`src/rtl/sop_controller.sv`:
```
// sop_controller: sequences coefficient loading, sample streaming and result
// capture for an external sum-of-products datapath with PIPE_LAT latency.
module sop_controller #(
   parameter int DATA_WIDTH = 4,
   parameter int PIPE_LAT   = 2
) (
   input  logic                      clk,
   input  logic                      rst,
   input  logic                      cfg_we,
   input  logic [1:0]                cfg_addr,
   input  logic [DATA_WIDTH-1:0]     cfg_data,
   input  logic                      start,
   input  logic                      stop,
   input  logic                      in_valid,
   input  logic [DATA_WIDTH-1:0]     in_data,
   output logic                      in_ready,
   output logic [DATA_WIDTH-1:0]     sop_data_in,
   output logic [DATA_WIDTH-1:0]     coef11,
   output logic [DATA_WIDTH-1:0]     coef12,
   output logic [DATA_WIDTH-1:0]     coef21,
   output logic [DATA_WIDTH-1:0]     coef22,
   input  logic [2*DATA_WIDTH+1:0]   sop_sum,
   output logic                      out_valid,
   output logic [2*DATA_WIDTH+1:0]   out_sum,
   output logic                      busy,
   output logic                      cfg_err,
   output logic [15:0]               out_cnt
);

   localparam int CNT_W = $clog2(PIPE_LAT + 1) + 1;

   typedef enum logic [1:0] {
      ST_IDLE  = 2'd0,
      ST_RUN   = 2'd1,
      ST_FLUSH = 2'd2
   } state_t;

   state_t            state;
   state_t            state_nxt;
   logic [3:0]        mask;
   logic [CNT_W-1:0]  flush_cnt;
   logic [PIPE_LAT:0] vld_p;
   logic              accept;
   logic              run_entry;
   logic              start_fault;
   logic              cfg_wr;
   logic              cfg_err_nxt;

   assign in_ready    = (state == ST_RUN) & ~stop;
   assign busy        = (state != ST_IDLE);
   assign accept      = in_valid & in_ready;
   assign cfg_wr      = cfg_we & (state == ST_IDLE);
   assign cfg_err_nxt = start_fault | (cfg_we & busy);

   // State register
   always_ff @(posedge clk) begin
      if (rst) state <= ST_IDLE;
      else     state <= state_nxt;
   end

   // Next-state decode; a start without a full coefficient set is a fault
   always_comb begin
      state_nxt   = state;
      start_fault = 1'b0;
      run_entry   = 1'b0;
      case (state)
         ST_IDLE: begin
            if (start) begin
               if (mask == 4'hF) begin
                  state_nxt = ST_RUN;
                  run_entry = 1'b1;
               end else begin
                  start_fault = 1'b1;
               end
            end
         end
         ST_RUN: begin
            if (stop) state_nxt = ST_FLUSH;
         end
         ST_FLUSH: begin
            if (flush_cnt == CNT_W'(PIPE_LAT)) state_nxt = ST_IDLE;
         end
         default: state_nxt = ST_IDLE;
      endcase
   end

   // Flush timer: runs PIPE_LAT+1 cycles so every in-flight token drains
   always_ff @(posedge clk) begin
      if (rst || state != ST_FLUSH) flush_cnt <= '0;
      else                          flush_cnt <= flush_cnt + CNT_W'(1);
   end

   // Coefficient bank and loaded mask, writable only while idle
   always_ff @(posedge clk) begin
      if (rst) begin
         coef11 <= '0;
         coef12 <= '0;
         coef21 <= '0;
         coef22 <= '0;
         mask   <= 4'h0;
      end else if (cfg_wr) begin
         case (cfg_addr)
            2'd0:    coef11 <= cfg_data;
            2'd1:    coef12 <= cfg_data;
            2'd2:    coef21 <= cfg_data;
            default: coef22 <= cfg_data;
         endcase
         mask <= mask | (4'b0001 << cfg_addr);
      end
   end

   // Stage p0: sample feed, bubbles are zero so idle slots contribute nothing
   always_ff @(posedge clk) begin
      if (rst) sop_data_in <= '0;
      else     sop_data_in <= accept ? in_data : '0;
   end

   // Token pipe tracking which datapath slots carry a real sample
   always_ff @(posedge clk) begin
      if (rst) begin
         vld_p <= '0;
      end else begin
         vld_p[0] <= accept;
         for (int i = 1; i <= PIPE_LAT; i++) vld_p[i] <= vld_p[i-1];
      end
   end

   // Result capture when a token reaches the end of the datapath
   always_ff @(posedge clk) begin
      if (rst) begin
         out_valid <= 1'b0;
         out_sum   <= '0;
         out_cnt   <= 16'd0;
      end else begin
         out_valid <= vld_p[PIPE_LAT];
         if (vld_p[PIPE_LAT]) out_sum <= sop_sum;
         if (run_entry)             out_cnt <= 16'd0;
         else if (vld_p[PIPE_LAT])  out_cnt <= out_cnt + 16'd1;
      end
   end

   // Configuration error pulse
   always_ff @(posedge clk) begin
      if (rst) cfg_err <= 1'b0;
      else     cfg_err <= cfg_err_nxt;
   end

endmodule

```
`config.mk`:
```
export PLATFORM = sky130hd
export DESIGN_NAME = sop_controller
export DESIGN_NICKNAME = d
export VERILOG_FILES = /design/src/rtl/sop_controller.sv
export SDC_FILE = /design/constraint.sdc
export NUM_CORES = 1
export LEC_CHECK = 0
export ABC_AREA = 1
export CORE_MARGIN = 4
export CORE_UTILIZATION = 42
export DETAILED_ROUTE_END_ITERATION = 7
export PLACE_DENSITY = 0.74
export SLEW_MARGIN = 30
export SYNTH_ARGS = -nofsm -noshare
export SYNTH_HDL_FRONTEND = slang
export SYNTH_SLANG_ARGS = --single-unit
```
`constraint.sdc`:
```
create_clock -name clk -period 1.7 [get_ports clk]
set_clock_uncertainty 0.1 [all_clocks]
set_input_delay 0.34 -clock clk [delete_from_list [all_inputs] [get_ports clk]]
set_output_delay 0.34 -clock clk [all_outputs]
set_load 0.05 [all_outputs]
```
# Yosys cells after proc, flatten, opt, wreduce, memory -nomap -nowiden

Index checks and enable logic that the tools add are counted.

Logic and storage cells: 59
Output and inout port bits: 50
Bits of input ports: 26
Bits in registers: 60

Reduce and logical (&&, ||, !) cells: 12
Shift-type cells: 1
Muxes and demuxes: 11
Bitwise gates (word level): 9
Eq/ne operators: 11
$add $sub $neg: 2

Operators with widths:

| cell                                            | count |
|---|---|
| adder 16 x 1 -> 16 bit, second input constant   | 1 |
| 2-to-1 mux 2 bit                                | 4 |
| != test 2 bit, second input constant            | 4 |
| AND reduction 2 bit                             | 4 |
| 2-to-1 mux 1 bit                                | 6 |
| one-hot mux 2 bit (3 select lines)              | 1 |
| bitwise AND 1 bit                               | 4 |
| == test 2 x 1 -> 1 bit, second input constant   | 2 |
| == test 2 bit, second input constant            | 2 |
| == test 4 bit, second input constant            | 1 |
| logical NOT 2 bit                               | 2 |
| bitwise OR 4 bit                                | 1 |
| AND reduction 4 bit                             | 1 |
| OR reduction 2 bit                              | 2 |
| left shift 1 x 2 -> 4 bit, first input constant | 1 |
| adder 3 x 1 -> 3 bit, second input constant     | 1 |
| == test 3 x 2 -> 1 bit, second input constant   | 1 |
| inverter 1 bit                                  | 3 |
| OR reduction 3 bit                              | 1 |
| != test 2 x 1 -> 1 bit, second input constant   | 1 |
| nonzero test 2 bit                              | 1 |
| logical OR 1 bit                                | 1 |
| bitwise OR 1 bit                                | 1 |

# Longest topological paths before layout

Word-level depth: 5
Gate-level depth with buffers: 8
Mapped depth without buffers: 8

# Least setup slack after synthesis

No wires, ideal clock.

Path type: reg-to-reg
From: reg out_cnt[0]
To: reg out_cnt[14]
Data arrival time: 1.503 ns
Data required time: 1.486 ns
Buffers on the path: 0
Slack: -0.017 ns
Cell stages (with the launch flop): 9
Period minus slack after synthesis: 1.717 ns
Library setup time: 0.114 ns
Path through: dfxtp_1 > ha_1 > inv_1 > nor2_1 > nand3_1 > nor2_1 > nand2_1 > nand2_1 > nor2_1

Cells in the longest elaborated chain, start to end: 1

RTL lines:

| what                   | RTL line | source |
|---|---|---|
| start, declared        | 27       | `output logic [15:0] out_cnt` |
| start signal, assigned | 138      | `else if (vld_p[PIPE_LAT]) out_cnt <= out_cnt + 16'd1;` |
| adder 16 x 1 -> 16 bit | 138      |  |

No other way between the ends.
A chain may end at the register's enable or synchronous reset.

# Worst setup path in the final report

From: reg state[0]
To: out in_ready

Cells in the longest elaborated chain, start to end: 2

RTL lines:

| what                   | RTL line | source |
|---|---|---|
| start, declared        | 38       | `state_t state;` |
| start signal, assigned | 58       | `else state <= state_nxt;` |
| == test 2 x 1 -> 1 bit | 49       | `assign in_ready = (state == ST_RUN) & ~stop;` |
| bitwise AND 1 bit      | 49       |  |
| end, declared          | 16       | `output logic in_ready,` |

No other way between the ends.

==> results.json <==
{
  "place.gp.congestion": 0.846,
  "min_path_type": "reg -> reg",
  "die_w_um": 83.0,
  "drt_iter0_markers": 94,
  "postSynthCellCount": 317,
  "cts_root_buf": "clkbuf_8",
  "grt_pass1_wl_mm": 9.93,
  "cts_hold_buf": 0,
  "status": "completed",
  "drt.antenna.violating_nets": 0,
  "finalNetCount": 440,
  "final_max_slew_viol_count": 0,
  "antenna_found_initial": 0,
  "yosysWarnings": 0,
  "grt_overflow": 0,
  "post_drt_wl_per_cell_um": 12.0,
  "ys_seq_area_frac": 0.508,
  "vias_per_cell": 4.68,
  "most-common-layout-cells": "75 x nor2_1, 58 x dfxtp_1, 47 x buf_4, 42 x inv_1, 39 x nand2_1",
  "die_h_um": 83.0,
  "final_cells": 488,
  "grt.total_usage": 0.178,
  "io-pin-count": 76,
  "io_buffer_count": 75,
  "path_class": "reg -> out",
  "syn_area_per_cell_um2": 7.46,
  "dr.pass1.iters": 4,
  "area_growth_pct": 52.8,
  "critPathArrivalTime_ps": 1130,
  "dp_cells": 472,
  "cp.required_ps": 1260,
  "maxSlewHeadroom": 0.796,
  "die-area_um2": 6890,
  "drc": 0,
  "cp-end-kind": "output port",
  "diodes": 0,
  "peakVddDrop_v": 0.000536,
  "period_share": 0.924,
  "finalSetupViolCount": 0,
  "clock_sink_count": 60,
  "clock_path_buffers": 2,
  "startpoint_type": "register",
  "grt_max_degree": 16,
  "clkTransAtPathRegs_ps": 70,
  "wl_mm": 5.84,
  "placementRows": 27,
  "fmax_mhz": 637,
  "ys_seq_elements": 60,
  "initial_core_util": 0.432,
  "htreeDepth": 3,
  "cts_tree": "done",
  "p_leak_uw": 0.00153,
  "final_hold_viol_count": 0,
  "drive_gt1_frac": 0.240,
  "synth_fp_nets": 346,
  "layout_commonest_cell": "nor2_1",
  "num_vias": 2285,
  "synth.distinct_cells": 24,
  "clk_latency_ps": 340,
  "powerDensity_nw_per_um2": 882,
  "dp_hpwl_mm": 4.47,
  "cts_buffers": 9,
  "max_slew.worst_pin.slew_ps": 305,
  "core_area_um2": 5470,
  "path_max_fanout": 2,
  "drv_cap": 0,
  "syn_area_um2": 2360,
  "grt_pass1_vias": 2261,
  "rsz0062_at_grt": "false",
  "cts_setup_buffers": 0,
  "design_power_total_uw": 3190,
  "fin_crit_ps": 1570,
  "cts_resized": 0
}
cell usage after synthesis (all sizes together):
| cell | number | area (µm²) |
|---|---|---|
| and2 | 1 | 6.26 |
| a21oi | 22 | 110 |
| nand2 | 43 | 171 |
| o21ai | 28 | 140 |
| nor3b | 1 | 7.51 |
| nand3 | 14 | 70.1 |
| inv | 45 | 169 |
| clkbuf | 3 | 12.5 |
| ha | 3 | 37.5 |
| nor3 | 4 | 30.0 |
| nand4 | 2 | 12.5 |
| buf | 4 | 21.3 |
| xnor2 | 2 | 17.5 |
| dfxtp | 60 | 1200 |
| nor2 | 83 | 339 |
| xor2 | 2 | 17.5 |
flip-flops by register name, indices dropped and copies added, names as in the netlist:
signal,count
coef22,4
out_sum,10
state,2
coef21,4
cfg_err,1
out_valid,1
out_cnt,16
sop_data_in,4
coef12,4
vld_p,3
coef11,4
mask,4
flush_cnt,3
metrics by stage:
step,instance area (µm²),util,setup WS (ps),hold slack (ps),setup TNS [ps]
after floorplan,2370,-,122,288,0
after global placement,3390,0.619,10.1,291,0
after detailed placement,3390,0.619,-110,295,-428
after CTS,3610,0.660,50.5,309,0
after global routing,3610,0.660,28.9,322,0
final,3610,0.660,130,304,0
kinds of logic after synthesis:
logic type | count (synthesis) | synth area share
AO/OA/AOI/OAI | 50 | 0.106
XOR/XNOR | 4 | 0.0148
adder cells (fa/ha/maj) | 3 | 0.0159
buffers and inverters | 52 | 0.0858
flip-flops | 60 | 0.508
AND/OR/NAND/NOR | 148 | 0.269
path summary, 6_finish.rpt:
check / from / to / slack (ps) / cells after the start
worst max-delay path: state[0] / in_ready / 130 / 5
worst min-delay path: vld_p[0] / vld_p[1] / 300 / 2
worst max register to register: out_cnt[3] / out_cnt[11] / 190 / 6
worst min register to register: vld_p[0] / vld_p[1] / 300 / 2
where the power goes:
group | switching (µW) | internal (µW) | total (µW)
sequential | 15.5 | 1430 | 1450
clock | 602 | 831 | 1430
combinational | 175 | 127 | 302
worst max-delay path: stages, from the launching register on:
cell,delay [ps]
dfxtp_1,330
inv_1,60
nor2_2,90
nand2_1,80
inv_2,90
buf_12,140
per-layer routing:
metal | vias to the layer above | wire [µm] | part of all wire | track usage
met5 | - | 0 | 0 | 0
met4 | 0 | 121 | 0.021 | 0.105
met3 | 12 | 494 | 0.085 | 0.0704
met2 | 92 | 2770 | 0.48 | 0.289
met1 | 1003 | 2450 | 0.42 | 0.197
li1 | 1178 | - | - | -
area by class of cell:
type / instances / area (µm²)
Clock buffer: 9 / 124
Clock inverter: 7 / 100
Fill cell: 464 / 1860
Inverter: 45 / 169
Multi-Input combinational cell: 205 / 962
Sequential cell: 60 / 1200
Tap cell: 72 / 90.1
Timing Repair Buffer: 90 / 963
Power figures use the tool's default switching activity.
